===== config.mk =====
export PLATFORM = sky130hd
export DESIGN_NAME = pic_rw_sequencer
export DESIGN_NICKNAME = d
export VERILOG_FILES = /design/src/rtl/pic_pkg.sv /design/src/rtl/pic_sync.sv /design/src/rtl/pic_rw_sequencer.sv
export SDC_FILE = /design/constraint.sdc
export NUM_CORES = 1
export LEC_CHECK = 0
export ABC_AREA = 0
export CAP_MARGIN = 20
export CORE_MARGIN = 2
export CORE_UTILIZATION = 33
export DETAILED_ROUTE_END_ITERATION = 10
export PLACE_DENSITY_LB_ADDON = 0.12
export SLEW_MARGIN = 20
export SYNTH_ARGS = -nofsm -noshare
export SYNTH_HDL_FRONTEND = slang
export SYNTH_HIERARCHICAL = 1
export SYNTH_SLANG_ARGS = --single-unit
export TNS_END_PERCENT = 5

===== constraint.sdc =====
create_clock -name clk -period 4.8 [get_ports clk]
set_clock_uncertainty 0.1 [all_clocks]
set_input_delay 0.96 -clock clk [delete_from_list [all_inputs] [get_ports clk]]
set_output_delay 0.96 -clock clk [all_outputs]
set_load 0.05 [all_outputs]

===== src/rtl/pic_pkg.sv =====
// pic_pkg: shared control-word flag codes, read-select codes and init FSM states
package pic_pkg;
    localparam logic [2:0] FLAG_ICW1 = 3'd0;
    localparam logic [2:0] FLAG_ICW2 = 3'd1;
    localparam logic [2:0] FLAG_ICW3 = 3'd2;
    localparam logic [2:0] FLAG_ICW4 = 3'd3;
    localparam logic [2:0] FLAG_OCW1 = 3'd4;
    localparam logic [2:0] FLAG_OCW2 = 3'd5;
    localparam logic [2:0] FLAG_OCW3 = 3'd6;
    localparam logic [2:0] FLAG_IDLE = 3'd7;
    localparam logic [2:0] RSEL_IRR  = 3'b001;
    localparam logic [2:0] RSEL_ISR  = 3'b101;
    localparam logic [2:0] RSEL_IMR  = 3'b011;
    localparam logic [2:0] RSEL_NONE = 3'b000;
    typedef enum logic [2:0] {WAIT_ICW1, WAIT_ICW2, WAIT_ICW3, WAIT_ICW4, READY} pic_state_t;
endpackage


===== src/rtl/pic_sync.sv =====
// pic_sync: multi-flop synchroniser with synchronous reset to a fixed value
module pic_sync #(
    parameter int W = 1,
    parameter int STAGES = 2,
    parameter logic [W-1:0] RST_VAL = '0
) (
    input  logic         clk,
    input  logic         reset,
    input  logic [W-1:0] d,
    output logic [W-1:0] q
);
    logic [W-1:0] stg [STAGES];
    // shift the asynchronous input through the flop chain
    always_ff @(posedge clk) begin
        if (reset) begin
            for (int i = 0; i < STAGES; i++) stg[i] <= RST_VAL;
        end else begin
            stg[0] <= d;
            for (int i = 1; i < STAGES; i++) stg[i] <= stg[i-1];
        end
    end
    assign q = stg[STAGES-1];
endmodule


===== src/rtl/pic_rw_sequencer.sv =====
// pic_rw_sequencer: bus synchronisation, ICW/OCW classification and read-select for an 8259-style PIC
module pic_rw_sequencer import pic_pkg::*; #(
    parameter int SYNC_STAGES = 2,
    parameter int DATA_W = 8
) (
    input  logic              clk,
    input  logic              reset,
    input  logic              CS_n,
    input  logic              WR_n,
    input  logic              RD_n,
    input  logic              A0,
    input  logic [DATA_W-1:0] D_in,
    output logic [2:0]        cw_flag,
    output logic [DATA_W-1:0] cw_data,
    output logic [2:0]        read_select,
    output logic              init_done,
    output logic              sngl,
    output logic              ic4
);
    logic s_cs_n, s_wr_n, s_rd_n, s_a0;
    logic [DATA_W-1:0] s_d;
    logic p_cs_n, p_wr_n, p_a0;
    logic [DATA_W-1:0] p_d;
    logic commit, rr_isr, nxt_rr_isr, nxt_sngl, nxt_ic4;
    logic [2:0] nxt_flag;
    pic_state_t state, nxt_state;

    pic_sync #(.W(3), .STAGES(SYNC_STAGES), .RST_VAL(3'b111)) u_strb (
        .clk(clk), .reset(reset), .d({CS_n, WR_n, RD_n}), .q({s_cs_n, s_wr_n, s_rd_n})
    );
    pic_sync #(.W(DATA_W+1), .STAGES(SYNC_STAGES), .RST_VAL('0)) u_data (
        .clk(clk), .reset(reset), .d({A0, D_in}), .q({s_a0, s_d})
    );

    // keep the previous synchronised bus so a WR_n rising edge commits the values seen while it was low
    always_ff @(posedge clk) begin
        if (reset) begin
            p_cs_n <= 1'b1;
            p_wr_n <= 1'b1;
            p_a0   <= 1'b0;
            p_d    <= '0;
        end else begin
            p_cs_n <= s_cs_n;
            p_wr_n <= s_wr_n;
            p_a0   <= s_a0;
            p_d    <= s_d;
        end
    end

    assign commit = s_wr_n & ~p_wr_n & ~p_cs_n;

    // classify a committed write and pick the next init state; ICW1 always restarts the sequence
    always_comb begin
        nxt_state  = state;
        nxt_flag   = FLAG_IDLE;
        nxt_sngl   = sngl;
        nxt_ic4    = ic4;
        nxt_rr_isr = rr_isr;
        if (commit) begin
            if (!p_a0 && p_d[4]) begin
                nxt_state = WAIT_ICW2;
                nxt_flag  = FLAG_ICW1;
                nxt_sngl  = p_d[1];
                nxt_ic4   = p_d[0];
            end else if (p_a0) begin
                case (state)
                    WAIT_ICW2: begin
                        nxt_flag  = FLAG_ICW2;
                        nxt_state = !sngl ? WAIT_ICW3 : ic4 ? WAIT_ICW4 : READY;
                    end
                    WAIT_ICW3: begin
                        nxt_flag  = FLAG_ICW3;
                        nxt_state = ic4 ? WAIT_ICW4 : READY;
                    end
                    WAIT_ICW4: begin
                        nxt_flag  = FLAG_ICW4;
                        nxt_state = READY;
                    end
                    READY:     nxt_flag = FLAG_OCW1;
                    default:   nxt_flag = FLAG_IDLE;
                endcase
            end else if (state == READY) begin
                nxt_flag = p_d[3] ? FLAG_OCW3 : FLAG_OCW2;
                if (p_d[3] && p_d[1]) nxt_rr_isr = p_d[0];
            end
        end
    end

    // register FSM state, the one-cycle flag with its data, mode bits and the read-source decode
    always_ff @(posedge clk) begin
        if (reset) begin
            state       <= WAIT_ICW1;
            cw_flag     <= FLAG_IDLE;
            cw_data     <= '0;
            init_done   <= 1'b0;
            sngl        <= 1'b0;
            ic4         <= 1'b0;
            rr_isr      <= 1'b0;
            read_select <= RSEL_NONE;
        end else begin
            state       <= nxt_state;
            cw_flag     <= nxt_flag;
            if (nxt_flag != FLAG_IDLE) cw_data <= p_d;
            init_done   <= nxt_state == READY;
            sngl        <= nxt_sngl;
            ic4         <= nxt_ic4;
            rr_isr      <= nxt_rr_isr;
            read_select <= (!s_cs_n && !s_rd_n && s_wr_n) ? (s_a0 ? RSEL_IMR : rr_isr ? RSEL_ISR : RSEL_IRR) : RSEL_NONE;
        end
    end
endmodule


==> metrics.txt <==
slew margin rel. about two fifths; IO Port Bufs 30; simple logic cell fraction of the synthesized area 24.6%; commonest non-fill, non-tap cell in the layout dfxtp_1; Total GRT Usage approximately 10%; Tcrit/Tclk final between 50% and 60%; Critical Path RT 3.74 ns; WS Path Type reg -> out; Pre-antenna DRT Iters 4; die area 0.00677 mm2; FILL cells between 500 and 600; status finished clean; Seq/Total Area, Yosys 55.4%; drc violations 0; pwr dens 314 mW/mm2; Sink Count 56; post-DP HPWL 2140 um; clock transition at the registers of the reported paths 0.09 ns; H-tree Lvls 2; share of cells above drive strength 1 8.06%; IO Count 31; area grow syn2layout 16.2%; P_leak 0.846 nW; CP Data Arrival Time 1.52 ns; WL met1 1390 um; Max-cap violations 0; initial antenna violation count 0; Power Total ~0.74 mW; synthesized area per cell 10.3 um2; Max stage delay on crit path 0.83 ns; CTS Buf Count 5; Mapped Area just over 0.002 mm2; most frequent cells in the layout 56 x dfxtp_1, 30 x clkdlybuf4s50_1, 23 x nor2b_1, 15 x a21oi_1, 11 x nand3_1; Routed Antenna Nets 0; CP top delay family buffers and inverters; post-layout minimum cycle time 2.58 ns; RSZ-0062 raised after global routing false; TritonCTS clock tree built; syn nets 210; CP startpoint kind register; worst-path cell chain clkdlybuf4s50_1; Final Hold Vio Count 0; met2 WL 1460 um; DRT Wirelength 3080 um; Max rail drop VDD between 100 and 150 uV; CORE AREA 0.00592 mm2; Post-Route Hold Slack just over 0.3 ns; critical path peak fanout 5; setup violators final 0; WL per Instance 10.8 um; Die X-Extent 82.3 um; routed vias 1276; Reg area 0.00112 mm2; CTS Hold Bufs 0; Synth Area in XOR/XNOR 0.433%; CP max-delay cell clkdlybuf4s50_1; Buf/Inv on CP 1; number of synthesized register bits between 50 and 60; Root Driver clkbuf_8; Initial Util around 34%; routed vias/inst 4.46; routability cong. ~0.80; area of the multi-input gates 741 um2; first-pass GRT wire length 5260 um; # diodes 0; gr ovfl total 0; adder-cell share of the synthesized area 0%; FMAX 0.388 GHz; yosys warns 6; Synth Area in Compound Gates 11.1%; Die H 82.3 um; max-slew violations 0; Resized cells post-CTS 0; Distinct cells, synth 37; largest net degree at the start of global routing 52; Row Count 28; post-CTS setup buffer count 0; CP endpoint kind output port; hold path start u_strb/stg[0][3]; CTS Buffer Depth 2; largest family of logic cells by synthesized area simple AND/OR/NAND/NOR gates; FF-to-FF Start u_strb/stg[0][4]; post-synthesis instance total roughly 200; DR WL met3 186 um; Worst Tran Pin Value 0.884 ns; clock latency on the worst-skew pair slightly below 0.3 ns; multiplexer area fraction after synthesis 0.495%; Final TNS setup 0 ns; critical path startpoint sngl; Top Layer Used met4; Worst Hold Class reg -> reg; drt initial violations 85; vias in the first global route 1146; Final #Nets 225
## cell usage after synthesis
library cell,n,share of area (%)
a31oi_1,2,0.62
and3b_1,2,0.87
buf_2,2,0.50
mux2i_1,1,0.50
nor4_2,1,0.62
nor3b_2,3,1.9
clkbuf_1,5,0.93
buf_4,15,5.6
or2_2,2,0.62
o22ai_1,2,0.62
a21oi_1,15,3.7
nand3_1,11,2.7
a211o_1,1,0.43
nor2b_2,1,0.43
o211ai_1,1,0.37
o22a_1,1,0.43
nand4_1,1,0.31
or2_1,7,2.2
nand2b_1,5,1.5
or3b_4,1,0.56
buf_6,1,0.56
a211oi_1,1,0.37
o21ai_1,8,2.0
o21ai_0,2,0.50
a32oi_1,1,0.43
and2_1,2,0.62
nor3b_1,1,0.37
nand3b_1,2,0.74
and2b_1,7,2.6
xor2_1,1,0.43
nor2b_1,23,7.1
nand2_1,3,0.56
nor2_1,5,0.93
a211oi_4,1,0.99
dfxtp_1,56,55
a211oi_2,1,0.62
inv_1,2,0.37
## path summary, 6_finish.rpt
| kind | endpoint | slack, ns | cells after the start |
|---|---|---|---|
| hold / removal | read_select[0] | 0.30 | 1 |
| setup / recovery | sngl | 2.22 | 1 |
| hold reg to reg | read_select[0] | 0.30 | 1 |
| setup reg to reg | init_done | 2.84 | 4 |
## metal layers
layer	global-route usage, %	vias to the layer above
li1	-	667
met3	3.37	6
met2	17.0	33
met4	5.17	0
met1	11.8	570
met5	0	-
## per-stage QoR
step           area, um2  instances  setup slack (ns)  util, %
2_1_floorplan       2020        196              2.90        -
3_3_place_gp        2270        279              2.32     38.4
3_5_place_dp        2270        279              2.27     38.4
4_1_cts             2350        286              2.19     39.7
5_1_grt             2350        286              2.15     39.7
6_report            2350        286              2.22     39.7
## cell type report
| class | instances | area share, % |
|---|---|---|
| flip-flops and latches | 56 | 47.7 |
| inverters | 2 | 0.320 |
| multi-input cells | 115 | 31.5 |
| clock inverters | 1 | 0.213 |
| well taps | 75 | 4.00 |
| repair buffers | 31 | 13.1 |
| clock buffers | 6 | 3.09 |
## registers in the layout, summed over array words and instances, names as in the netlist
signal	flops
u_strb/stg	6
sngl	1
p_d	8
read_select	3
p_cs_n	1
u_data/stg	18
cw_data	8
ic4	1
rr_isr	1
p_a0	1
init_done	1
p_wr_n	1
cw_flag	3
state	3
## logic make-up (layout without fill, tap and decap cells)
family	count (synthesis)	in the layout
buf+inv	25	40
mux	1	1
xor+xnor	1	1
compound gates	36	36
simple gates	77	77
flops	56	56
## where the power goes
group          internal [mW]  total [mW]  switching (mW)
logic                 0.0178      0.0291          0.0113
clock network         0.0994       0.229           0.130
registers              0.476       0.480         0.00399
Power figures use the tool's default switching activity.
